### src/rtl/wb_cmd_pkg.sv
// rtl/wb_cmd_pkg.sv - shared types and I2C register map for the Wishbone command master
package wb_cmd_pkg;

  localparam int unsigned REQ_ADDR_WIDTH = 2;
  localparam int unsigned REQ_DATA_WIDTH = 8;

  localparam logic [1:0] REG_CSR  = 2'd0;
  localparam logic [1:0] REG_DPR  = 2'd1;
  localparam logic [1:0] REG_CMDR = 2'd2;
  localparam logic [1:0] REG_FSMR = 2'd3;

  typedef enum logic [1:0] {
    OP_WRITE    = 2'd0,
    OP_READ     = 2'd1,
    OP_POLL     = 2'd2,
    OP_WAIT_IRQ = 2'd3
  } op_t;

  typedef enum logic {
    ST_OK      = 1'b0,
    ST_TIMEOUT = 1'b1
  } status_t;

  typedef enum logic [2:0] {
    S_IDLE = 3'd0,
    S_BUS  = 3'd1,
    S_GAP  = 3'd2,
    S_IRQ  = 3'd3,
    S_RESP = 3'd4
  } state_t;

  typedef struct packed {
    op_t                       op;
    logic [REQ_ADDR_WIDTH-1:0] addr;
    logic [REQ_DATA_WIDTH-1:0] data;
    logic [REQ_DATA_WIDTH-1:0] mask;
  } req_t;

endpackage

### src/rtl/wb_cmd_fifo.sv
// rtl/wb_cmd_fifo.sv - synchronous request FIFO; pointers carry an extra wrap bit for full/empty
module wb_cmd_fifo
  import wb_cmd_pkg::*;
#(
  parameter int unsigned DEPTH = 4,
  parameter type         T     = req_t
) (
  input  logic clk_i,
  input  logic rst_n_i,
  input  logic push_i,
  input  T     wdata_i,
  input  logic pop_i,
  output T     rdata_o,
  output logic full_o,
  output logic empty_o
);

  localparam int unsigned AW = $clog2(DEPTH);

  T           mem [DEPTH];
  logic [AW:0] wr_ptr;
  logic [AW:0] rd_ptr;
  logic        do_push;
  logic        do_pop;

  assign full_o  = (wr_ptr[AW] != rd_ptr[AW]) && (wr_ptr[AW-1:0] == rd_ptr[AW-1:0]);
  assign empty_o = (wr_ptr == rd_ptr);
  assign do_push = push_i && !full_o;
  assign do_pop  = pop_i && !empty_o;
  assign rdata_o = mem[rd_ptr[AW-1:0]];

  always_ff @(posedge clk_i or negedge rst_n_i) begin
    if (!rst_n_i) begin
      wr_ptr <= '0;
      rd_ptr <= '0;
    end else begin
      if (do_push) wr_ptr <= wr_ptr + 1'b1;
      if (do_pop)  rd_ptr <= rd_ptr + 1'b1;
    end
  end

  always_ff @(posedge clk_i) begin
    if (do_push) mem[wr_ptr[AW-1:0]] <= wdata_i;
  end

endmodule

### src/rtl/wb_cmd_master.sv
// rtl/wb_cmd_master.sv - queued Wishbone command engine (write/read/poll/wait-irq) for the I2C register file
module wb_cmd_master
  import wb_cmd_pkg::*;
#(
  parameter int unsigned ADDR_WIDTH     = 2,
  parameter int unsigned DATA_WIDTH     = 8,
  parameter int unsigned FIFO_DEPTH     = 4,
  parameter int unsigned TIMEOUT_CYCLES = 1024,
  parameter int unsigned POLL_GAP       = 2
) (
  input  logic                  clk_i,
  input  logic                  rst_n_i,
  input  logic                  req_valid_i,
  output logic                  req_ready_o,
  input  logic [1:0]            req_op_i,
  input  logic [ADDR_WIDTH-1:0] req_addr_i,
  input  logic [DATA_WIDTH-1:0] req_data_i,
  input  logic [DATA_WIDTH-1:0] req_mask_i,
  output logic                  rsp_valid_o,
  input  logic                  rsp_ready_i,
  output logic [DATA_WIDTH-1:0] rsp_data_o,
  output logic                  rsp_status_o,
  output logic                  cyc_o,
  output logic                  stb_o,
  output logic                  we_o,
  output logic [ADDR_WIDTH-1:0] adr_o,
  output logic [DATA_WIDTH-1:0] dat_o,
  input  logic [DATA_WIDTH-1:0] dat_i,
  input  logic                  ack_i,
  input  logic                  irq_i,
  output logic                  busy_o
);

  typedef struct packed {
    op_t                   op;
    logic [ADDR_WIDTH-1:0] addr;
    logic [DATA_WIDTH-1:0] data;
    logic [DATA_WIDTH-1:0] mask;
  } cmd_t;

  localparam int unsigned TW = $clog2(TIMEOUT_CYCLES + 1);
  localparam int unsigned GW = (POLL_GAP > 1) ? $clog2(POLL_GAP) : 1;
  localparam logic [TW-1:0] TMO_LAST = TW'(TIMEOUT_CYCLES - 1);
  localparam logic [TW-1:0] TMO_MAX  = TW'(TIMEOUT_CYCLES);
  localparam logic [GW-1:0] GAP_LAST = GW'(POLL_GAP - 1);

  state_t                state;
  cmd_t                  cur;
  cmd_t                  head;
  cmd_t                  push_req;
  logic                  fifo_full;
  logic                  fifo_empty;
  logic                  fifo_push;
  logic                  fifo_pop;
  logic                  ready_en;
  logic [TW-1:0]         tmo_cnt;
  logic [GW-1:0]         gap_cnt;
  logic [DATA_WIDTH-1:0] last_rd;
  logic                  expire;
  logic                  poll_hit;

  assign push_req = '{op: op_t'(req_op_i), addr: req_addr_i, data: req_data_i, mask: req_mask_i};

  // ready_en keeps req_ready_o low until the first clock after reset release
  assign req_ready_o = ready_en && !fifo_full;
  assign fifo_push   = req_valid_i && req_ready_o;
  assign fifo_pop    = (state == S_IDLE) && !fifo_empty;
  assign busy_o      = (state != S_IDLE) || !fifo_empty;

  // expire marks the TIMEOUT_CYCLES-th active cycle so the abort decision lands inside the budget
  assign expire   = (tmo_cnt >= TMO_LAST);
  assign poll_hit = ((dat_i ^ cur.data) & cur.mask) == '0;

  wb_cmd_fifo #(
    .DEPTH (FIFO_DEPTH),
    .T     (cmd_t)
  ) u_fifo (
    .clk_i   (clk_i),
    .rst_n_i (rst_n_i),
    .push_i  (fifo_push),
    .wdata_i (push_req),
    .pop_i   (fifo_pop),
    .rdata_o (head),
    .full_o  (fifo_full),
    .empty_o (fifo_empty)
  );

  always_ff @(posedge clk_i or negedge rst_n_i) begin
    if (!rst_n_i) begin
      state        <= S_IDLE;
      cur          <= '0;
      ready_en     <= 1'b0;
      tmo_cnt      <= '0;
      gap_cnt      <= '0;
      last_rd      <= '0;
      cyc_o        <= 1'b0;
      stb_o        <= 1'b0;
      we_o         <= 1'b0;
      adr_o        <= '0;
      dat_o        <= '0;
      rsp_valid_o  <= 1'b0;
      rsp_data_o   <= '0;
      rsp_status_o <= ST_OK;
    end else begin
      ready_en <= 1'b1;
      if ((state inside {S_BUS, S_GAP, S_IRQ}) && (tmo_cnt != TMO_MAX)) begin
        tmo_cnt <= tmo_cnt + 1'b1;
      end

      case (state)
        S_IDLE: begin
          if (!fifo_empty) begin
            cur     <= head;
            tmo_cnt <= '0;
            last_rd <= '0;
            if (head.op == OP_WAIT_IRQ) begin
              state <= S_IRQ;
            end else begin
              state <= S_BUS;
              cyc_o <= 1'b1;
              stb_o <= 1'b1;
              we_o  <= (head.op == OP_WRITE);
              adr_o <= head.addr;
              dat_o <= (head.op == OP_WRITE) ? head.data : '0;
            end
          end
        end

        S_BUS: begin
          if (ack_i || expire) begin
            cyc_o <= 1'b0;
            stb_o <= 1'b0;
            we_o  <= 1'b0;
            adr_o <= '0;
            dat_o <= '0;
          end
          if (ack_i) begin
            if (cur.op == OP_WRITE) begin
              rsp_valid_o  <= 1'b1;
              rsp_data_o   <= cur.data;
              rsp_status_o <= ST_OK;
              state        <= S_RESP;
            end else begin
              last_rd <= dat_i;
              if ((cur.op == OP_READ) || poll_hit) begin
                rsp_valid_o  <= 1'b1;
                rsp_data_o   <= dat_i;
                rsp_status_o <= ST_OK;
                state        <= S_RESP;
              end else if (expire) begin
                rsp_valid_o  <= 1'b1;
                rsp_data_o   <= dat_i;
                rsp_status_o <= ST_TIMEOUT;
                state        <= S_RESP;
              end else begin
                gap_cnt <= GAP_LAST;
                state   <= S_GAP;
              end
            end
          end else if (expire) begin
            rsp_valid_o  <= 1'b1;
            rsp_data_o   <= last_rd;
            rsp_status_o <= ST_TIMEOUT;
            state        <= S_RESP;
          end
        end

        S_GAP: begin
          if (expire) begin
            rsp_valid_o  <= 1'b1;
            rsp_data_o   <= last_rd;
            rsp_status_o <= ST_TIMEOUT;
            state        <= S_RESP;
          end else if (gap_cnt == '0) begin
            cyc_o <= 1'b1;
            stb_o <= 1'b1;
            adr_o <= cur.addr;
            state <= S_BUS;
          end else begin
            gap_cnt <= gap_cnt - 1'b1;
          end
        end

        S_IRQ: begin
          if (irq_i) begin
            rsp_valid_o  <= 1'b1;
            rsp_data_o   <= '0;
            rsp_status_o <= ST_OK;
            state        <= S_RESP;
          end else if (expire) begin
            rsp_valid_o  <= 1'b1;
            rsp_data_o   <= last_rd;
            rsp_status_o <= ST_TIMEOUT;
            state        <= S_RESP;
          end
        end

        S_RESP: begin
          if (rsp_ready_i) begin
            rsp_valid_o  <= 1'b0;
            rsp_data_o   <= '0;
            rsp_status_o <= ST_OK;
            state        <= S_IDLE;
          end
        end

        default: state <= S_IDLE;
      endcase
    end
  end

endmodule

### config.mk
export PLATFORM = sky130hd
export DESIGN_NAME = wb_cmd_master
export DESIGN_NICKNAME = d
export VERILOG_FILES = /design/src/rtl/wb_cmd_pkg.sv /design/src/rtl/wb_cmd_fifo.sv /design/src/rtl/wb_cmd_master.sv
export SDC_FILE = /design/constraint.sdc
export NUM_CORES = 1
export LEC_CHECK = 0
export BUFFER_PORTS_ARGS = -buffer_cell sky130_fd_sc_hd__buf_4
export CAP_MARGIN = 0
export CORE_UTILIZATION = 55
export CTS_CLUSTER_SIZE = 25
export DETAILED_ROUTE_END_ITERATION = 8
export PLACE_DENSITY = 0.71
export REMOVE_ABC_BUFFERS = 1
export SYNTH_ARGS = -nofsm -noshare
export SYNTH_HDL_FRONTEND = slang
export SYNTH_HIERARCHICAL = 1
export SYNTH_SLANG_ARGS = --single-unit
### constraint.sdc
create_clock -name clk_i -period 6.6 [get_ports clk_i]
set_clock_uncertainty 0.1 [all_clocks]
set_input_delay 0 -clock clk_i [delete_from_list [all_inputs] [get_ports clk_i]]
set_output_delay 0 -clock clk_i [all_outputs]
set_load 0.02 [all_outputs]
# --- Yosys cells after proc, flatten, opt, wreduce, memory -nomap -nowiden ---
# Memory sizes are Yosys's and may differ from the RTL's.
# Cells that the tools add are included.
# W data, S select, Z words.
totals:
  word_cells: 148
  latchBits: 0
  ram_bits: 80
  n_memories: 1
  mem_bits_ro: 0
  inputBits: 34
  reg_bits: 72
  output_inout_bits: 25
memory_table:
  columns: ["name", "depth", "width", "read_ports", "rd_ports_with_merged_regs", "write_ports", "line_no", "source"]
  rows:
  - ["u_fifo.mem", 4, 20, 1, 0, 1, "wb_cmd_fifo.sv:20", "T mem [DEPTH];"]
op_classes:
  bitwise: 3
  n_mul: 0
  muxes: 69
  addsub: 4
  shifts: 0
  n_eq_ne: 22
  div: 0
  order_cmp: 1
  reduce_logical: 30
ops:
  columns: ["operator", "count"]
  rows:
  - ["$mux W8", 14]
  - ["$mux W11", 3]
  - ["$pmux W8 S2", 2]
  - ["$pmux W8 S4", 1]
  - ["$mux W3", 10]
  - ["$mux W1", 26]
  - ["$ne A2 B2 Y1 const B", 9]
  - ["$pmux W3 S5", 1]
  - ["$mux W2", 6]
  - ["$reduce_and A6 Y1", 2]
  - ["$add A11 B1 Y11 const B", 1]
  - ["$ge A11 B10 Y1 const B", 1]
  - ["$ne A11 B11 Y1 const B", 1]
  - ["$reduce_bool A3 Y1", 3]
  - ["$and A8 B8 Y8", 1]
  - ["$logic_not A8 Y1", 1]
  - ["$pmux W1 S4", 2]
  - ["$reduce_and A4 Y1", 2]
  - ["$xor A8 B8 Y8", 1]
  - ["$logic_and A1 B1 Y1", 7]
  - ["$add A3 B1 Y3 const B", 2]
  - ["$eq A3 B2 Y1 const B", 2]
  - ["$pmux W2 S3", 1]
  - ["$reduce_and A3 Y1", 2]
  - ["21 further kinds", 28]

# --- Longest topological paths before layout ---
# Gate-level depths: netlist of run 1.
depth:
  word_depth: 8
  depth_mapped: 9
  ltp_nobuf: 8

# --- Modules after synthesis ---
# Netlist of run 1, hierarchy kept.
modules_own_cells:
  columns: ["mod", "area_each_um2", "n_inst", "cells_per_inst", "seq_area_each_um2"]
  rows:
  - ["wb_cmd_master", 3423.3, 1, 337, 1651.6]
  - ["wb_cmd_fifo", 3397.0, 1, 154, 2552.4]

# --- Least setup slack after synthesis of run 1 ---
# Ideal clock, no wire load.
synth_timing:
  path_kind: "register -> register"
  start: "reg u_fifo.rd_ptr[0]"
  end: "mem u_fifo/mem[3][0] in the netlist's numbering, enable pin"
  arrival_time_ns: 2.270
  stages_incl_launch_ff: 9
  n_path_buf: 1
  setup_ns: 0.388
  path_slack_ns: 3.841
  t_required_ns: 6.112
  period_less_slack_ns: 2.759
  path_cell_list: "dfrtp_1 buf_2 xnor2_2 nand3_2 inv_1 nor2b_1 and2_1 nand2_1 a31oi_2"
synth_via:
  elab_chain_len: 8
synth_lines:
  columns: ["element", "line_no", "source"]
  rows:
  - ["start: declaration", "wb_cmd_fifo.sv:22", "logic [AW:0] rd_ptr;"]
  - ["start signal: assignment", "wb_cmd_fifo.sv:38", "if (do_pop) rd_ptr <= rd_ptr + 1'b1;"]
  - ["$eq A2 B2 Y1", "wb_cmd_fifo.sv:26", "assign full_o = (wr_ptr[AW] != rd_ptr[AW]) && (wr_ptr[AW-1:0] == rd_ptr[AW-1:0]);"]
  - ["$logic_and A1 B1 Y1", "wb_cmd_fifo.sv:26", null]
  - ["named net fifo_full", "wb_cmd_master.sv:51", "logic fifo_full;"]
  - ["$logic_not A1 Y1", "wb_cmd_master.sv:65", "assign req_ready_o = ready_en && !fifo_full;"]
  - ["$logic_and A1 B1 Y1", "wb_cmd_master.sv:65", null]
  - ["named net req_ready_o", "wb_cmd_master.sv:14", "output logic req_ready_o,"]
  - ["$logic_and A1 B1 Y1", "wb_cmd_master.sv:66", "assign fifo_push = req_valid_i && req_ready_o;"]
  - ["named net fifo_push", "wb_cmd_master.sv:53", "logic fifo_push;"]
  - ["$logic_and A1 B1 Y1", "wb_cmd_fifo.sv:28", "assign do_push = push_i && !full_o;"]
  - ["$mux W1", "wb_cmd_fifo.sv:43", "if (do_push) mem[wr_ptr[AW-1:0]] <= wdata_i;"]
  - ["$mux W1 (not written as such)", "wb_cmd_fifo.sv:43", null]
  - ["end: declaration", "wb_cmd_fifo.sv:20", null]
# The timed path passes the listed nets, and every way through them passes these cells.

# --- Final worst setup path of run 1 ---
layout_timing:
  start: "reg u_fifo.rd_ptr[1]"
  end: "reg last_rd[3]"
layout_via:
  elab_chain_len: 3
layout_lines:
  columns: ["element", "line_no", "source"]
  rows:
  - ["$eq A3 B3 Y1", "wb_cmd_fifo.sv:27", "assign empty_o = (wr_ptr == rd_ptr);"]
  - ["named net fifo_empty", "wb_cmd_master.sv:52", "logic fifo_empty;"]
  - ["$ne A2 B2 Y1 (no line)", null, null]
  - ["$reduce_and A4 Y1 (no line)", null, null]
  - ["end signal: assignment", "wb_cmd_master.sv:144", "last_rd <= dat_i;"]
  - ["end: declaration", "wb_cmd_master.sv:58", "logic [DATA_WIDTH-1:0] last_rd;"]
# The timed path passes the listed nets, and every way through them passes these cells.
# A chain may end at the register's enable or synchronous reset.

==> impl_metrics.csv, run 1 <==
group,metric,value,unit
cts,cts_buffers,17,
synth,syn-instance-count,491,
global_routing,grt_use_total,23.2,%
sta,rsz0062_at_grt,"no",
cts,clk_latency,0.42,ns
detailed_routing,met1_length,5990,microns
setup_path,path_max_fanout,39,
pwr,power_density,466,mW/mm^2
synth,synthTopCellsByCount,"edfxtp_1 (80), dfrtp_1 (72), nand2_1 (35)",
global_routing,grt_remaining_overflow,0,
cells_and_area,stdcell_area,0.00832,sq mm
detailed_routing,top_layer,"met4",
die,start_util,56.5,%
setup_path,slowest_delay,0.80,ns
die,die_x,113,microns
cts,htree_levels,4,
cts,cts-root-buf,"clkbuf_16",
sta,hold_slack,0.161,ns
synth,synth_cell_types,62,
die,io_pins,59,
global_routing,antenna_found_initial,0,
cts,cts_setup_buffers,0,
setup_path,crit_type,"reg2reg",
sta,finalHoldViolCount,0,
cells_and_area,nNetsFinal,624,
global_routing,grt_max_degree,73,
setup_path,crit_path_frequent_cell,"buf_4",
synth,yosysTopAreaCell,"edfxtp_1",
cts,cts_tree,"built",
synth,synth-async-reset-ratio,47.4,%
detailed_routing,drc_errors,0,
synth,synth-main-ff-cell,"edfxtp_1",
cts,ctsLongestPathBuffers,2,
setup_path,endpoint_kind,"flop",
global_routing,grt_pass1_vias,4370,
detailed_routing,finalWirelength,13600,microns
setup_path,critical_path.cell_chain,"buf_4 > xor2_1 > nor3_1 > nor4_4 > buf_4 > a31oi_1 > o21ai_0",
sta,fmax,300,MHz
cells_and_area,area_delta_synth_final,22.0,%
detailed_routing,drtAntennaViolNets,0,
synth,synth_top_area_share,35.2,%
placement,place.port_buffers,58,
setup_path,crit_required,6.75,ns
sta,min_period_over_period,50.5,%
cells_and_area,antenna_cells,0,
synth,ys_seq_area_share,61.6,%
cts,clk_pin_slew_worst_paths,0.06,ns
die,die_y,113,microns
pwr,leakage,3.27,nW
sta,drv_slew,0,
synth,synth_edf_count,80,
sta,setup_viol,0,
synth,synth_warnings,6,
detailed_routing,dr_total_vias,4268,
detailed_routing,dr_wl_met3,543,microns
synth,yosysMostFrequentCell,"edfxtp_1",
detailed_routing,firstDrtPassIters,4,
placement,place_inst,698,
sta,worst-slew-pin-transition,1.18,ns
synth,ys_ff_latch,152,
cts,clock_sinks,152,
min_path,hold_path_class,"in2async",
placement,finalWeightedCongestion,0.823,
sta,layout_min_cycle_time,3.33,ns
global_routing,grt_pass1_wl,22200,microns
synth,synth_area,0.00682,sq mm
setup_path,crit_slowest_cell,"a31oi_1",
die,dieArea,0.0128,sq mm
cts,ctsResizeCount,0,
detailed_routing,met2_length,6810,microns
setup_path,cp-startpoint,"u_fifo/rd_ptr[1]$_DFFE_PN0P_",
setup_path,worstPathArrival,3.49,ns
detailed_routing,vias_per_cell,5.59,
cells_and_area,drive_gt1_share,25.3,%
placement,post_dp_cell_area,0.00738,sq mm
cells_and_area,instances_no_fill,764,
placement,hpwl,9040,microns
setup_path,start_kind,"flop",
pwr,max-vdd-ir-drop,0.303,mV
setup_path,rr_startpoint,"u_fifo/rd_ptr[1]$_DFFE_PN0P_",
sta,setup_tns,0,ns
run_status,status,"completed",
sta,slew-limit-headroom,21.3,%
die,row_count,40,
detailed_routing,routedWlPerCell,17.7,microns
synth,synthTopCellsByArea,"edfxtp_1 (35%), dfrtp_1 (26%), mux4_2 (6.6%)",
pwr,total_power,0.00388,W
job,max_cap_violations,0,
detailed_routing,drt_first_iter_violations,353,
die,core_area,0.0121,sq mm
synth,syn_avg_cell_area,13.9,sq um
per-stage QoR:
stage / worst slack [ns] / utilization, %
6_report: 3.27 / 69.0
3_3_place_gp: 3.42 / 61.2
3_5_place_dp: 3.25 / 61.2
2_1_floorplan: 2.97 / -
4_1_cts: 3.22 / 69.0
5_1_grt: 2.89 / 69.0
logic make-up after synthesis:
logic type	synth area share [%]
flops	61.6
xor+xnor	3.80
other cells	0.0550
buf+inv	3.21
compound gates	10.8
fa+ha+maj	1.28
simple gates	7.69
mux	11.6
critical path, delay by kind of cell (launching register included):
| family | cells | cell delay, ns |
|---|---|---|
| AO/OA/AOI/OAI | 2 | 1.03 |
| XOR/XNOR | 1 | 0.16 |
| buffers and inverters | 2 | 0.64 |
| flip-flops | 1 | 0.64 |
| AND/OR/NAND/NOR | 2 | 0.59 |
registers in the layout, summed over array words and instances, names as in the netlist:
register,cells
u_fifo/mem,80
cur,20
tmo_cnt,11
dat_o,8
last_rd,8
rsp_data_o,8
state,3
u_fifo/rd_ptr,3
u_fifo/wr_ptr,3
adr_o,2
gap_cnt,1
ready_en,1
rsp_status_o,1
rsp_valid_o,1
stb_o,1
we_o,1
layout by cell type (no fill, tap or decap), types with 3 or more instances in the layout:
cell type	Yosys	final
a31oi_1	11	11
mux2i_1	9	9
xor2_1	16	16
inv_1	23	23
a22oi_1	4	4
o31ai_2	3	3
o21ai_0	13	13
nand3_1	6	6
buf_4	5	64
edfxtp_1	80	80
a311oi_1	8	8
bufinv_16	0	3
xnor2_1	8	8
nand2b_1	4	4
nand4_1	3	3
and3_1	4	4
nor3_1	9	9
o22ai_1	8	8
dlygate4sd3_1	0	34
clkbuf_1	8	4
mux2_2	22	22
a211oi_1	10	10
nor2_1	30	30
a22o_1	10	10
a21oi_1	11	11
mux4_2	20	20
dfrtp_1	72	72
ha_1	7	7
clkbuf_16	0	17
nand2_1	35	35
report_power, final:
part           internal, W  switching, W  total (W)
combinational     0.000666      0.000801    0.00147
sequential         0.00125      0.000188    0.00143
clock             0.000607      0.000370   0.000977
final cells by class:
class | instances | area, sq um
Clock buffer | 22 | 454
Clock inverter | 10 | 145
Fill cell | 846 | 3740
Inverter | 23 | 86.3
Multi-Input combinational cell | 291 | 2400
Sequential cell | 152 | 4200
Tap cell | 168 | 210
Timing Repair Buffer | 98 | 821
metal layers:
metal  vias to the layer above  track usage [%]
met5                         -                0
met4                         0             9.82
met3                        16             5.57
met2                        98             38.2
met1                      2115             29.7
li1                       2039                -
path summary, 6_finish.rpt:
check	to	slack [ns]	depth (start not counted)
worst min register to register	last_rd[7]$_DFFE_PN0P_	0.38	2
min in group clk_i	u_fifo/mem[0][15]$_DFFE_PP_	0.22	2
worst max register to register	last_rd[3]$_DFFE_PN0P_	3.27	7
worst min-delay path	tmo_cnt[1]$_DFF_PN0_	0.16	2
worst max-delay path	last_rd[3]$_DFFE_PN0P_	3.27	7
max in group asynchronous	rsp_data_o[7]$_DFFE_PN0P_	5.64	2
repair_timing:
item,4_1_cts,5_1_grt
setup endpoints to repair,0,0
hold buffers,34,0
endpoints found under the hold margin,169,0
No activity file was read; power rests on OpenSTA's default activity.
==> run 2, diff against run 1 <==
ABC_AREA = 1   (was unset)
CORE_UTILIZATION = 54   (was 55)
PLACE_DENSITY = 0.73   (was 0.71)
clock period = 2.78 ns   (was 6.6 ns; I/O delays follow)
==> impl_metrics.csv, run 2 <==
group,metric,value,unit
cts,cts-root-buf,"clkbuf_16",
sta,worst_slack,0.181,ns
detailed_routing,routedWlPerCell,14.4,microns
synth,synth_mux_area_share,0,%
cts,clock_sinks,152,
sta,drv_slew,0,
cells_and_area,drive_gt1_share,16.8,%
global_routing,grt_pass1_wl,24300,microns
die,core_area,0.0127,sq mm
job,max_cap_violations,0,
global_routing,grt_max_degree,73,
cells_and_area,final_common_cell,"nand2_1",
synth,synth_xor_area_share,1.39,%
placement,dp_slack,0.494,ns
synth,synth_cell_types,42,
synth,synth_area,0.00703,sq mm
synth,yosysTopAreaCell,"edfxtp_1",
cells_and_area,instances_no_fill,1010,
cells_and_area,nNetsFinal,867,
placement,place_inst,945,
cts,ctsLongestPathBuffers,2,
cells_and_area,final_core_util,67.1,%
cts,clk_latency,0.43,ns
global_routing,grt_use_total,24.3,%
die,die_y,116,microns
setup_path,path_max_fanout,18,
placement,place.port_buffers,58,
synth,syn-instance-count,728,
sta,min_period_over_period,93.5,%
sta,layout_min_cycle_time,2.60,ns
pwr,power_density,1100,mW/mm^2
setup_path,endpoint_kind,"flop",
synth,ys_seq_area_share,59.8,%
placement,finalWeightedCongestion,0.899,
detailed_routing,dr_total_vias,5326,
detailed_routing,drtAntennaViolNets,0,
die,start_util,55.4,%
synth,synthTopCellsByArea,"edfxtp_1 (34%), dfrtp_1 (26%), nand2_1 (9.0%)",
cts,cts_tree,"built",
synth,synthTopCellsByCount,"nand2_1 (169), nor2_1 (88), edfxtp_1 (80)",
detailed_routing,drt_first_iter_violations,424,
synth,synth_edf_count,80,
die,row_count,41,
synth,synth_top_area_share,34.2,%
sta,rsz0062_at_grt,"no",
synth,synth-main-ff-cell,"edfxtp_1",
cells_and_area,largest_reg_flops,80,
run_status,status,"completed",
placement,hpwl,9860,microns
synth,synth_warnings,6,
global_routing,antenna_found_initial,0,
synth,synth_fa_ha_area_share,1.25,%
pwr,leakage,3.67,nW
sta,slew-limit-headroom,41.3,%
global_routing,grt_pass1_vias,5029,
global_routing,grt_remaining_overflow,0,
cells_and_area,antenna_cells,0,
setup_path,crit_required,2.98,ns
sta,worst-slew-pin-transition,0.880,ns
synth,synth-async-reset-ratio,47.4,%
synth,synth-simple-area-share,21.3,%
detailed_routing,finalWirelength,14600,microns
synth,synth_top_family_by_area,"simple AND/OR/NAND/NOR gates",
synth,yosysMostFrequentCell,"nand2_1",
pwr,max-vdd-ir-drop,0.725,mV
setup_path,start_kind,"flop",
detailed_routing,drc_errors,0,
cells_and_area,area_delta_synth_final,21.1,%
die,io_pins,59,
cts,htree_levels,4,
cts,clk_pin_slew_worst_paths,0.06,ns
cts,cts_buffers,17,
die,dieArea,0.0135,sq mm
min_path,hold_path_class,"in2async",
die,die_x,116,microns
sta,finalHoldViolCount,0,
sta,fmax,385,MHz
pwr,total_power,0.00936,W
detailed_routing,firstDrtPassIters,5,
sta,hold_slack,0.149,ns
synth,syn_avg_cell_area,9.65,sq um
setup_path,crit_type,"reg2reg",
setup_path,worstPathArrival,2.80,ns
synth,ys_ff_latch,152,
sta,setup_viol,0,
cells_and_area,layout_common_cells,"nand2_1 (169), nor2_1 (88), edfxtp_1 (80), dfrtp_1 (72), buf_4 (71)",
synth,synth_compound_area_share,10.9,%
detailed_routing,vias_per_cell,5.27,
## run 2: logic make-up (layout without fill, tap and decap cells)
group / count (synthesis) / after routing
AO/OA/AOI/OAI: 134 / 134
XOR/XNOR: 9 / 9
adder cells (fa/ha/maj): 7 / 7
buffers and inverters: 84 / 194
flip-flops: 152 / 152
other: 1 / 1
AND/OR/NAND/NOR: 341 / 341
## run 2: what timing repair did
| item | 4_1_cts | 5_1_grt |
|---|---|---|
| hold buffers | 34 | 0 |
| setup endpoints to repair | 0 | 0 |
| endpoints found under the hold margin | 167 | 0 |
| buffers inserted | 0 | 0 |
| gates resized for setup | 0 | 0 |
## run 2: layout make-up
| cell class | instances | area [sq um] |
|---|---|---|
| sequential | 152 | 4200 |
| fill | 964 | 4170 |
| multi-input combinational | 492 | 2450 |
| timing repair buffer | 105 | 873 |
| clock buffer | 20 | 447 |
| inverter | 58 | 219 |
| tap | 172 | 215 |
| clock inverter | 11 | 98.8 |
## run 2: critical path: stages (launching register included)
cell           delay, ns
dfrtp_1             0.41
ha_1                0.22
inv_1               0.07
nor2_1              0.07
nand3_1             0.09
nand3_2             0.25
inv_2               0.36
nand2_1             0.12
a21oi_1             0.15
nand2_1             0.07
dlygate4sd3_1       0.56
## run 2: per-stage QoR
step | setup TNS (ns) | instance area, sq um
after floorplan | -46.03 | 6870
after global placement | 0 | 7620
after detailed placement | 0 | 7620
after CTS | 0 | 8510
after global routing | 0 | 8510
final | 0 | 8510
## run 2: final timing paths
| check | startpoint | end | slack, ns | cells past startpoint |
|---|---|---|---|---|
| worst max-delay path | tmo_cnt[0]$_DFF_PN0_ | state[2]$_DFFE_PN0P_ | 0.18 | 10 |
| worst min-delay path | rst_n_i | state[1]$_DFFE_PN0P_ | 0.15 | 2 |
| worst max register to register | tmo_cnt[0]$_DFF_PN0_ | state[2]$_DFFE_PN0P_ | 0.18 | 10 |
| worst min register to register | gap_cnt$_DFFE_PN0P_ | gap_cnt$_DFFE_PN0P_ | 0.37 | 2 |
| max in group asynchronous | rst_n_i | cur[8]$_DFFE_PN0P_ | 1.87 | 2 |
| min in group clk_i | req_mask_i[4] | u_fifo/mem[0][4]$_DFFE_PP_ | 0.22 | 2 |
## run 2: where the power goes
part           switching, W  internal, W  total (W)  leakage [nW]
Sequential         0.000395      0.00295    0.00334          1.65
Clock              0.000869      0.00125    0.00211         0.264
Combinational       0.00257      0.00133    0.00390          1.76
Total               0.00383      0.00553    0.00936          3.67
## run 2: metal layers
metal | GRT usage (%) | up-vias | wire (microns)
met2 | 39.3 | 144 | 7050
met1 | 32.3 | 2513 | 6630
met3 | 5.33 | 19 | 675
met5 | 0 | - | 0
li1 | - | 2650 | -
met4 | 8.97 | 0 | 242
